===== src/rtl/dmem_pkg.sv =====
// Shared types and helpers for the data-port sequencer of the unified
// instruction/data memory: FSM states, RISC-V size codes and the latched op.
package dmem_pkg;

    localparam int DMEM_ADDR_W = 14;
    localparam int WORD_W      = 32;

    localparam logic [2:0] F3_B  = 3'b000;
    localparam logic [2:0] F3_H  = 3'b001;
    localparam logic [2:0] F3_W  = 3'b010;
    localparam logic [2:0] F3_BU = 3'b100;
    localparam logic [2:0] F3_HU = 3'b101;

    typedef enum logic [2:0] {
        IDLE      = 3'd0,
        RD_ISSUE  = 3'd1,
        RD_WAIT   = 3'd2,
        RD_DATA   = 3'd3,
        WR_ISSUE  = 3'd4,
        RMW_MERGE = 3'd5,
        LD_WR     = 3'd6,
        ERR       = 3'd7
    } dmem_state_e;

    typedef struct packed {
        logic                   we;
        logic [2:0]             funct3;
        logic [1:0]             byte_off;
        logic [DMEM_ADDR_W-1:0] word_addr;
        logic [WORD_W-1:0]      wdata;
    } dmem_op_t;

    // Bit offset of the addressed lane; halves use only addr[1].
    function automatic logic [4:0] lane_shift(input logic [2:0] funct3,
                                              input logic [1:0] byte_off);
        logic [4:0] sh;
        case (funct3[1:0])
            2'b00:   sh = {byte_off, 3'b000};
            2'b01:   sh = {byte_off[1], 4'b0000};
            default: sh = 5'd0;
        endcase
        return sh;
    endfunction

    // Misaligned access or a size code with no matching RISC-V instruction
    // (there are no unsigned stores, so BU/HU with we=1 are rejected).
    function automatic logic op_is_bad(input logic       we,
                                       input logic [2:0] funct3,
                                       input logic [1:0] byte_off);
        logic bad;
        case (funct3)
            F3_B:    bad = 1'b0;
            F3_H:    bad = byte_off[0];
            F3_W:    bad = (byte_off != 2'b00);
            F3_BU:   bad = we;
            F3_HU:   bad = we | byte_off[0];
            default: bad = 1'b1;
        endcase
        return bad;
    endfunction

endpackage


===== src/rtl/dmem_lane_unit.sv =====
// Combinational lane logic: extracts and extends load data, and merges a
// byte/half store into the word read back for read-modify-write.
module dmem_lane_unit
    import dmem_pkg::*;
(
    input  logic [2:0]        funct3,
    input  logic [1:0]        byte_off,
    input  logic [WORD_W-1:0] rdata,
    input  logic [WORD_W-1:0] store_data,
    output logic [WORD_W-1:0] load_data,
    output logic [WORD_W-1:0] merged
);

    logic [4:0]        shamt_s;
    logic [WORD_W-1:0] lane_s;
    logic [WORD_W-1:0] mask_s;

    assign shamt_s = lane_shift(funct3, byte_off);
    assign lane_s  = rdata >> shamt_s;

    // Size decode drives both the load extension and the store lane mask.
    always_comb begin
        load_data = 32'h0000_0000;
        mask_s    = 32'h0000_0000;
        case (funct3)
            F3_B: begin
                load_data = {{24{lane_s[7]}}, lane_s[7:0]};
                mask_s    = 32'h0000_00FF;
            end
            F3_BU: begin
                load_data = {24'h00_0000, lane_s[7:0]};
                mask_s    = 32'h0000_00FF;
            end
            F3_H: begin
                load_data = {{16{lane_s[15]}}, lane_s[15:0]};
                mask_s    = 32'h0000_FFFF;
            end
            F3_HU: begin
                load_data = {16'h0000, lane_s[15:0]};
                mask_s    = 32'h0000_FFFF;
            end
            F3_W: begin
                load_data = lane_s;
                mask_s    = 32'hFFFF_FFFF;
            end
            default: begin
                load_data = 32'h0000_0000;
                mask_s    = 32'h0000_0000;
            end
        endcase
        merged = (rdata & ~(mask_s << shamt_s)) | ((store_data & mask_s) << shamt_s);
    end

endmodule


===== src/rtl/dmem_port_ctrl.sv =====
// Data-port (port b) sequencer: arbitrates CPU loads/stores against the UART
// loader and runs read-modify-write for sub-word stores.
module dmem_port_ctrl
    import dmem_pkg::*;
#(
    parameter int ADDR_W       = DMEM_ADDR_W,
    parameter int DATA_W       = WORD_W,
    parameter bit LOADER_FIRST = 1'b1
) (
    input  logic              clk,
    input  logic              rst,
    input  logic              cpu_req_valid,
    input  logic              cpu_req_we,
    input  logic [2:0]        cpu_req_funct3,
    input  logic [31:0]       cpu_req_addr,
    input  logic [DATA_W-1:0] cpu_req_wdata,
    output logic              cpu_resp_valid,
    output logic [DATA_W-1:0] cpu_resp_rdata,
    output logic              cpu_resp_err,
    output logic              cpu_stall,
    input  logic              ld_valid,
    output logic              ld_ready,
    input  logic [ADDR_W-1:0] ld_addr,
    input  logic [DATA_W-1:0] ld_wdata,
    output logic [ADDR_W-1:0] mem_addr,
    output logic [DATA_W-1:0] mem_wdata,
    output logic              mem_we,
    input  logic [DATA_W-1:0] mem_rdata,
    output logic              busy
);

    dmem_state_e       state_r;
    dmem_op_t          op_r;
    logic              resp_valid_r;
    logic              resp_err_r;
    logic              mem_we_r;
    logic              prio_ld_r;
    logic              grant_cpu_s;
    logic              grant_ld_s;
    logic              bad_s;
    logic [DATA_W-1:0] load_data_s;
    logic [DATA_W-1:0] merged_s;
    logic              unused_addr_bits_s;

    // Address bits above the memory are aliases and intentionally dropped.
    assign unused_addr_bits_s = ^cpu_req_addr[31:ADDR_W+2];

    assign bad_s = op_is_bad(cpu_req_we, cpu_req_funct3, cpu_req_addr[1:0]);

    // IDLE arbitration; on a tie the side not granted last wins.
    always_comb begin
        grant_cpu_s = 1'b0;
        grant_ld_s  = 1'b0;
        if ((state_r == IDLE) && !rst) begin
            if (cpu_req_valid && ld_valid) begin
                grant_ld_s  = prio_ld_r;
                grant_cpu_s = ~prio_ld_r;
            end else begin
                grant_cpu_s = cpu_req_valid;
                grant_ld_s  = ld_valid;
            end
        end else begin
            grant_cpu_s = 1'b0;
            grant_ld_s  = 1'b0;
        end
    end

    dmem_lane_unit u_lane (
        .funct3     (op_r.funct3),
        .byte_off   (op_r.byte_off),
        .rdata      (mem_rdata),
        .store_data (op_r.wdata),
        .load_data  (load_data_s),
        .merged     (merged_s)
    );

    // Sequencer FSM with registered response and write-enable.
    always_ff @(posedge clk) begin
        if (rst) begin
            state_r      <= IDLE;
            op_r         <= '0;
            resp_valid_r <= 1'b0;
            resp_err_r   <= 1'b0;
            mem_we_r     <= 1'b0;
            prio_ld_r    <= LOADER_FIRST;
        end else begin
            case (state_r)
                IDLE: begin
                    if (grant_cpu_s) begin
                        op_r.we        <= cpu_req_we;
                        op_r.funct3    <= cpu_req_funct3;
                        op_r.byte_off  <= cpu_req_addr[1:0];
                        op_r.word_addr <= cpu_req_addr[ADDR_W+1:2];
                        op_r.wdata     <= cpu_req_wdata;
                        prio_ld_r      <= 1'b1;
                        if (bad_s) begin
                            state_r      <= ERR;
                            resp_valid_r <= 1'b1;
                            resp_err_r   <= 1'b1;
                        end else if (cpu_req_we && (cpu_req_funct3 == F3_W)) begin
                            state_r      <= WR_ISSUE;
                            mem_we_r     <= 1'b1;
                            resp_valid_r <= 1'b1;
                        end else begin
                            state_r <= RD_ISSUE;
                        end
                    end else if (grant_ld_s) begin
                        op_r.we        <= 1'b1;
                        op_r.funct3    <= F3_W;
                        op_r.byte_off  <= 2'b00;
                        op_r.word_addr <= ld_addr;
                        op_r.wdata     <= ld_wdata;
                        prio_ld_r      <= 1'b0;
                        state_r        <= LD_WR;
                        mem_we_r       <= 1'b1;
                    end else begin
                        state_r <= IDLE;
                    end
                end
                RD_ISSUE: state_r <= RD_WAIT;
                RD_WAIT: begin
                    resp_valid_r <= 1'b1;
                    if (op_r.we) begin
                        state_r  <= RMW_MERGE;
                        mem_we_r <= 1'b1;
                    end else begin
                        state_r <= RD_DATA;
                    end
                end
                RMW_MERGE: begin
                    // Keep the merged word so mem_wdata holds it once IDLE.
                    op_r.wdata   <= merged_s;
                    state_r      <= IDLE;
                    mem_we_r     <= 1'b0;
                    resp_valid_r <= 1'b0;
                end
                default: begin
                    state_r      <= IDLE;
                    mem_we_r     <= 1'b0;
                    resp_valid_r <= 1'b0;
                    resp_err_r   <= 1'b0;
                end
            endcase
        end
    end

    assign mem_addr       = op_r.word_addr;
    assign mem_wdata      = (state_r == RMW_MERGE) ? merged_s : op_r.wdata;
    assign mem_we         = mem_we_r & ~rst;
    assign cpu_resp_valid = resp_valid_r;
    assign cpu_resp_err   = resp_err_r;
    assign cpu_resp_rdata = (state_r == RD_DATA) ? load_data_s : 32'h0000_0000;
    assign cpu_stall      = cpu_req_valid & ~resp_valid_r;
    assign ld_ready       = grant_ld_s;
    assign busy           = (state_r != IDLE);

endmodule


===== config.mk =====
export PLATFORM = sky130hd
export DESIGN_NAME = dmem_port_ctrl
export DESIGN_NICKNAME = d
export VERILOG_FILES = /design/src/rtl/dmem_pkg.sv /design/src/rtl/dmem_lane_unit.sv /design/src/rtl/dmem_port_ctrl.sv
export SDC_FILE = /design/constraint.sdc
export NUM_CORES = 1
export LEC_CHECK = 0
export BUFFER_PORTS_ARGS = -buffer_cell sky130_fd_sc_hd__buf_2
export CAP_MARGIN = 10
export CORE_UTILIZATION = 51
export DETAILED_ROUTE_END_ITERATION = 10
export HOLD_SLACK_MARGIN = 0.05
export PLACE_DENSITY = 0.95
export SETUP_SLACK_MARGIN = 0.02
export SLEW_MARGIN = 0
export SYNTH_ARGS = -nofsm -noshare
export SYNTH_HDL_FRONTEND = slang
export SYNTH_SLANG_ARGS = --single-unit
export TNS_END_PERCENT = 1

===== constraint.sdc =====
create_clock -name clk -period 5.55 [get_ports clk]
set_input_delay 0.555 -clock clk [delete_from_list [all_inputs] [get_ports clk]]
set_output_delay 0.555 -clock clk [all_outputs]
set_load 0.02 [all_outputs]

==> run metrics, run 1 <==
Synthesis Warnings=0; Switching Share=37.8%; initial antenna violation count=0; Max-slew headroom=between 30% and 40%; CTS clk-pin slew, worst paths=0.07 ns; Distinct cells, synth=49; #FFs+latches synth=59; worst hold path class=reg -> reg; worst r2r src=state_r[0]$_SDFF_PP0_; # setup viols final=0; Setup crit start kind=flop; clock share of power=roughly 30%; Hold Buf Count CTS=0; Comb pwr share=37.8%; sequential fraction of design power=31.8%; P_int=1.14 mW; sequential fraction of the synthesis area=25.4%; Critical Path Sink Type=output port; Chip Height=97.4 um; Synth Instances=616; Mean Syn Cell Area=7.54 um2; RSZ-0062 raised after global routing=no; post-CTS setup buffer count=0; Worst setup startpoint=op_r[48]$_SDFFE_PP0P_; Setup Crit Path Kind=reg -> out; max-cap viol count=0; Final Net Count=931; final wirelength=16700 um; measured slew at the worst slew-check pin=1.02 ns; min-delay src=cpu_resp_err$_SDFFE_PP0P_; LEAKAGE=2.72 nW; first-pass GRT wire length=about 26000 um; initial core utilization=53.0%; GR peak layer=met2; Final Hold Fails=0; Final Wtd Congestion=0.979; CTS Buf Count=9; Post-DP Area=between 0.005 and 0.006 mm2; result of the run=finished, final reports clean; CP max FO=19; met2 GRT Util=roughly 56%; skew final=between 0.01 and 0.015 ns; Cell Pwr Density=~310 mW/mm2; Max clock buf depth=2; CP arrival=3.04 ns; H-tree Lvls=3; Post-Layout Inst Area=0.00581 mm2; buffers added on ports=217; chip width=97.4 um; VDD IR max=0.178 mV; crit share post-route=64.8%; Post-synth EDFFs=0; vias in the first global route=5115; clk_lat worst skew=~0.35 ns; DRC=0; share of cells above drive strength 1=33.6%; Detailed Route Iter0 Violations=between 600 and 700; row count=34; switching power total=about 0.7 mW; Area growth syn-to-layout=25.2%; # diodes=0; CTS Sinks=just under 60; placed wire-length estimate=12100 um; required time worst endpoint=4.99 ns; PostCTS Resize Cnt=0; Die Area=0.00949 mm2; Post-DRT Antenna Nets=0; CTS tree=yes; WL/cell=18.7 um; Filler cells=766; Placeable Area=a little under 0.009 mm2; final setup TNS=0 ns; Max Clk Rate=approximately 0.28 GHz; total gr overflow=0; via/cell ratio=~6.3; met1 usage=between 40% and 50%; Main synth FF type=dfxtp_1; synthesized area=0.00465 mm2; via count=5671; largest net degree at the start of global routing=66; ys async rst share=0%; io pins=234; gr usage total=34.1%; synthesized netlist net count=~770; drt pass-1 iters=6; Root Driver=clkbuf_8; fin crit period=3.60 ns; Final Max Slew Viols=0; met3 global-route usage=5.54%
-- cells in the final DEF, fill, tap and decap left out, drive strengths merged --
cell type,instances
a211o,3
a211oi,16
a21o,1
a21oi,58
a221oi,3
a22o,8
a22oi,18
a31oi,3
and2,8
and3,1
and3b,1
buf,226
bufinv,4
clkbuf,12
dfxtp,59
inv,2
mux2i,36
mux4,7
nand2,83
nand2b,6
nand3,20
nand3b,1
nand4b,1
nor2,38
nor2b,5
nor3,3
nor3b,4
nor4b,1
o2111ai,1
o21ai,64
o21bai,19
o221a,1
o221ai,7
o22a,21
o22ai,41
or2,2
or3,1
or4,1
-- critical path: stages (launching register included) --
cell and delay (ns):
dfxtp_1 0.52, nor2b_1 0.77, nor2_2 0.22, nor2_1 0.45, a21oi_1 0.16, o21ai_0 0.34, buf_2 0.24
-- power by group through the flow --
stage / registers, mW / logic [mW] / clock network (mW)
floorplan: 0.549 / 0.524 / 0
global placement: 0.581 / 0.668 / 0
detailed placement: 0.584 / 0.679 / 0
CTS: 0.575 / 0.683 / 0.554
global route: 0.588 / 0.744 / 0.579
finish: 0.582 / 0.692 / 0.555
-- flip-flops by register name, indices dropped and copies added (netlist names) --
register	flops
prio_ld_r	1
cpu_resp_err	1
mem_addr	14
op_r	38
state_r	3
mem_we_r	1
cpu_resp_valid	1
-- Yosys cell counts (2+ instances only) --
cell | number | area [um2]
nor3b_1 | 4 | 30.0
a211oi_2 | 2 | 25.0
a211o_1 | 3 | 26.3
nor2b_1 | 5 | 31.3
o21bai_1 | 19 | 143
mux2i_1 | 36 | 360
nand2b_1 | 6 | 37.5
a221oi_1 | 3 | 26.3
o21ai_0 | 48 | 240
a22oi_1 | 18 | 135
buf_2 | 15 | 75.1
a21oi_1 | 57 | 285
and2_1 | 8 | 50.1
nor2_1 | 35 | 131
mux4_2 | 7 | 158
buf_1 | 2 | 7.51
a22o_1 | 8 | 70.1
nand3_1 | 19 | 95.1
buf_6 | 7 | 78.8
inv_1 | 2 | 7.51
o22a_1 | 21 | 184
dfxtp_1 | 59 | 1180
nand2_1 | 83 | 312
buf_4 | 18 | 135
clkbuf_1 | 30 | 113
a31oi_1 | 3 | 18.8
o221ai_1 | 7 | 61.3
a211oi_1 | 13 | 97.6
o22ai_1 | 41 | 257
o21ai_1 | 16 | 80.1
nor2_2 | 2 | 12.5
nor3_1 | 2 | 10.0
-- per-stage QoR --
stage | util (%) | setup slack [ns] | total power [mW] | hold WS [ns] | instances
floorplan | - | 3.11 | 1.07 | 0.429 | 616
global placement | 63.2 | 2.53 | 1.25 | 0.450 | 878
detailed placement | 63.2 | 2.44 | 1.26 | 0.452 | 878
CTS | 66.3 | 2.09 | 1.81 | 0.469 | 894
global route | 66.3 | 1.79 | 1.91 | 0.499 | 894
finish | 66.3 | 1.95 | 1.83 | 0.466 | 894
-- path summary, 6_finish.rpt --
check,endpoint,slack [ns],cells past startpoint
max,mem_wdata[18],1.95,6
min,cpu_resp_err$_SDFFE_PP0P_,0.47,2
max reg2reg,op_r[15]$_SDFFE_PP0P_,3.12,5
min reg2reg,cpu_resp_err$_SDFFE_PP0P_,0.47,2
-- layout make-up --
type | count | area (um2) | share of cell area [%]
Timing Repair Buffer | 226 | 1150 | 19.8
Inverter | 2 | 7.51 | 0.129
Clock inverter | 4 | 120 | 2.07
Clock buffer | 12 | 155 | 2.67
Multi-Input combinational cell | 483 | 3060 | 52.7
Sequential cell | 59 | 1180 | 20.3
Tap cell | 108 | 135 | 2.32
-- logic make-up (layout without fill, tap and decap cells) --
| group | after synthesis | after routing | share of synthesized area, % |
|---|---|---|---|
| AOI/OAI and AO/OA | 264 | 264 | 36.7 |
| DFF | 59 | 59 | 25.4 |
| muxes | 43 | 43 | 11.2 |
| and+or+nand+nor | 176 | 176 | 17.7 |
| buffers and inverters | 74 | 244 | 8.97 |
-- layer usage --
layer  routed length, um  share of wire [%]  vias up
met5                   0                  0        -
li1                    -                  -     2621
met1                5900                 35     2500
met3                1950                 12      105
met4                1140                6.8        0
met2                7730                 46      445
(Power assumes the default switching activity.)
==> run 2, diff against run 1 <==
--- a/config.mk
+++ b/config.mk
@@ -7,10 +7,10 @@
 export LEC_CHECK = 0
 export BUFFER_PORTS_ARGS = -buffer_cell sky130_fd_sc_hd__buf_2
 export CAP_MARGIN = 10
-export CORE_UTILIZATION = 51
+export CORE_UTILIZATION = 47
 export DETAILED_ROUTE_END_ITERATION = 10
 export HOLD_SLACK_MARGIN = 0.05
-export PLACE_DENSITY = 0.95
+export PLACE_DENSITY = 0.93
 export SETUP_SLACK_MARGIN = 0.02
 export SLEW_MARGIN = 0
 export SYNTH_ARGS = -nofsm -noshare
==> constraint.sdc (replaced) <==
create_clock -name clk -period 3.5 [get_ports clk]
set_input_delay 0.35 -clock clk [delete_from_list [all_inputs] [get_ports clk]]
set_output_delay 0.35 -clock clk [all_outputs]
set_load 0.02 [all_outputs]
==> run metrics, run 2 (synthesis results as in run 1) <==
result of the run=finished, final reports clean; Comb pwr share=41.0%; Setup Crit Path Kind=reg -> out; placed wire-length estimate=12500 um; max-cap viol count=0; io pins=234; Setup crit start kind=flop; reg-to-reg slack, setup=roughly 1.1 ns; CP max stage delay=~0.72 ns; final setup TNS=0 ns; via count=approximately 5600; Hold Buf Count CTS=0; via/cell ratio=6.12; Worst setup startpoint=op_r[48]$_SDFFE_PP0P_; final wirelength=about 17000 um; Placed Cells=903; clock share of power=25.2%; min-delay src=cpu_req_addr[1]; most frequent cells in the layout=217 x buf_2, 83 x nand2_1, 59 x dfxtp_1, 57 x a21oi_1, 48 x o21ai_0; Root Driver=clkbuf_8; vias in the first global route=4922; Cell Pwr Density=approximately 470 mW/mm2; commonest non-fill, non-tap cell in the layout=buf_2; row count=35; DRC=0; required time worst endpoint=3.15 ns; buffers added on ports=217; largest reg by FF count=op_r; drt pass-1 iters=5; largest net degree at the start of global routing=64; WL met1=6540 um; CP max stage cell=dfxtp_1; Reg-to-Reg End=op_r[1]$_SDFFE_PP0P_; Post-DRT Antenna Nets=0; CP max FO=29; worst hold slack=0.265 ns; measured slew at the worst slew-check pin=1.03 ns; Final Max Slew Viols=0; crit-path leading delay family=compound AO/OA/AOI/OAI gates; Final Power=2.71 mW; # diodes=0; CTS clk-pin slew, worst paths=0.07 ns; chip width=101 um; first-pass GRT wire length=25800 um; Area growth syn-to-layout=24.9%; VDD IR max=0.233 mV; gr usage total=33.4%; met3 WL=1830 um; register area=0.00118 mm2; Final Wtd Congestion=0.959; Filler cells=871; WL/cell=18.5 um; Critical Path Sink Type=output port; CP cell instances=nor3b_2 > buf_4 > a21oi_2 > mux2i_1 > o21ai_0 > buf_2; crit path buf inv count=2; fin crit period=3.14 ns; RSZ-0062 raised after global routing=no; Worst Hold End=op_r[47]$_SDFFE_PP0P_; Final Hold Fails=0; Max-slew headroom=31.6%; Die Area=0.0103 mm2; Max clock buf depth=2; CTS tree=yes; CP arrival=2.79 ns; initial antenna violation count=0; WL met2=7910 um; Max Clk Rate=0.318 GHz; Hold Path Cell Cnt=3; share of cells above drive strength 1=between 30 and 40%; switching power total=1.09 mW; initial core utilization=49.3%; Layout Cells excl Fill=918; PostCTS Resize Cnt=0; clk_lat worst skew=approximately 0.35 ns; P_int=1.62 mW; Chip Height=101 um; LEAKAGE=between 2 and 3 nW; skew final=roughly 0.012 ns; total gr overflow=0; FF-to-FF path depth=5; Final Net Count=935; multi-input logic area=0.00306 mm2; CTS Buf Count=9; worst r2r src=state_r[0]$_SDFF_PP0_; Detailed Route Iter0 Violations=439; sequential fraction of design power=approximately 34%; # setup viols final=0; Placeable Area=0.00942 mm2; worst hold path class=in -> reg; max reg flops=38; Max Used Layer=met4; H-tree Lvls=3; crit share post-route=around 90%; post-CTS setup buffer count=0; Switching Share=slightly above 40%; CTS Sinks=59
[run 2: cell types whose count changed in the layout (fill, tap and decap cells not counted)]
cell / change
clkinv_4: +1
clkbuf_8: -2
bufinv_16: -2
buf_4: +4
clkinv_2: +2
[run 2: worst min-delay path: cells and delay by family]
family                 cells  cell delay (ns)
AND/OR/NAND/NOR            1             0.08
AO/OA/AOI/OAI              1             0.06
buffers and inverters      1             0.09
[run 2: final cells by class]
type / instances / area share, %
Clock inverter: 5 / 1.36
Clock buffer: 10 / 2.20
Inverter: 2 / 0.129
Sequential cell: 59 / 20.4
Multi-Input combinational cell: 483 / 52.8
Timing Repair Buffer: 230 / 20.4
Tap cell: 129 / 2.78
[run 2: metrics by stage]
step	utilization, %	area, um2	setup slack [ns]
floorplan	-	4650	1.27
global placement	59.4	5600	0.808
detailed placement	59.4	5600	0.766
CTS	61.6	5800	0.382
global route	61.6	5800	0.182
finish	61.6	5800	0.360
[run 2: metal layers]
layer / global-route usage, % / up-vias
li1: - / 2637
met5: 0 / -
met1: 40.4 / 2531
met4: 17.2 / 0
met3: 8.63 / 59
met2: 54.9 / 395
[run 2: how the worst max path moves through the flow]
stage / endpoint / slack (ns) / cells past startpoint
after floorplan: mem_wdata[13] / 1.27 / 8
after global placement: mem_wdata[12] / 0.81 / 6
after detailed placement: cpu_resp_rdata[26] / 0.77 / 5
after CTS: cpu_resp_rdata[26] / 0.38 / 5
after global routing: cpu_resp_rdata[26] / 0.18 / 4
final: mem_wdata[1] / 0.36 / 6
[run 2: power by group through the flow]
stage          Clock [mW]  Combinational [mW]  Sequential [mW]
2_1_floorplan           0               0.832            0.870
3_3_place_gp            0                1.08            0.915
3_5_place_dp            0                1.09            0.918
4_1_cts             0.685                1.10            0.905
5_1_grt             0.717                1.20            0.927
6_report            0.682                1.11            0.914
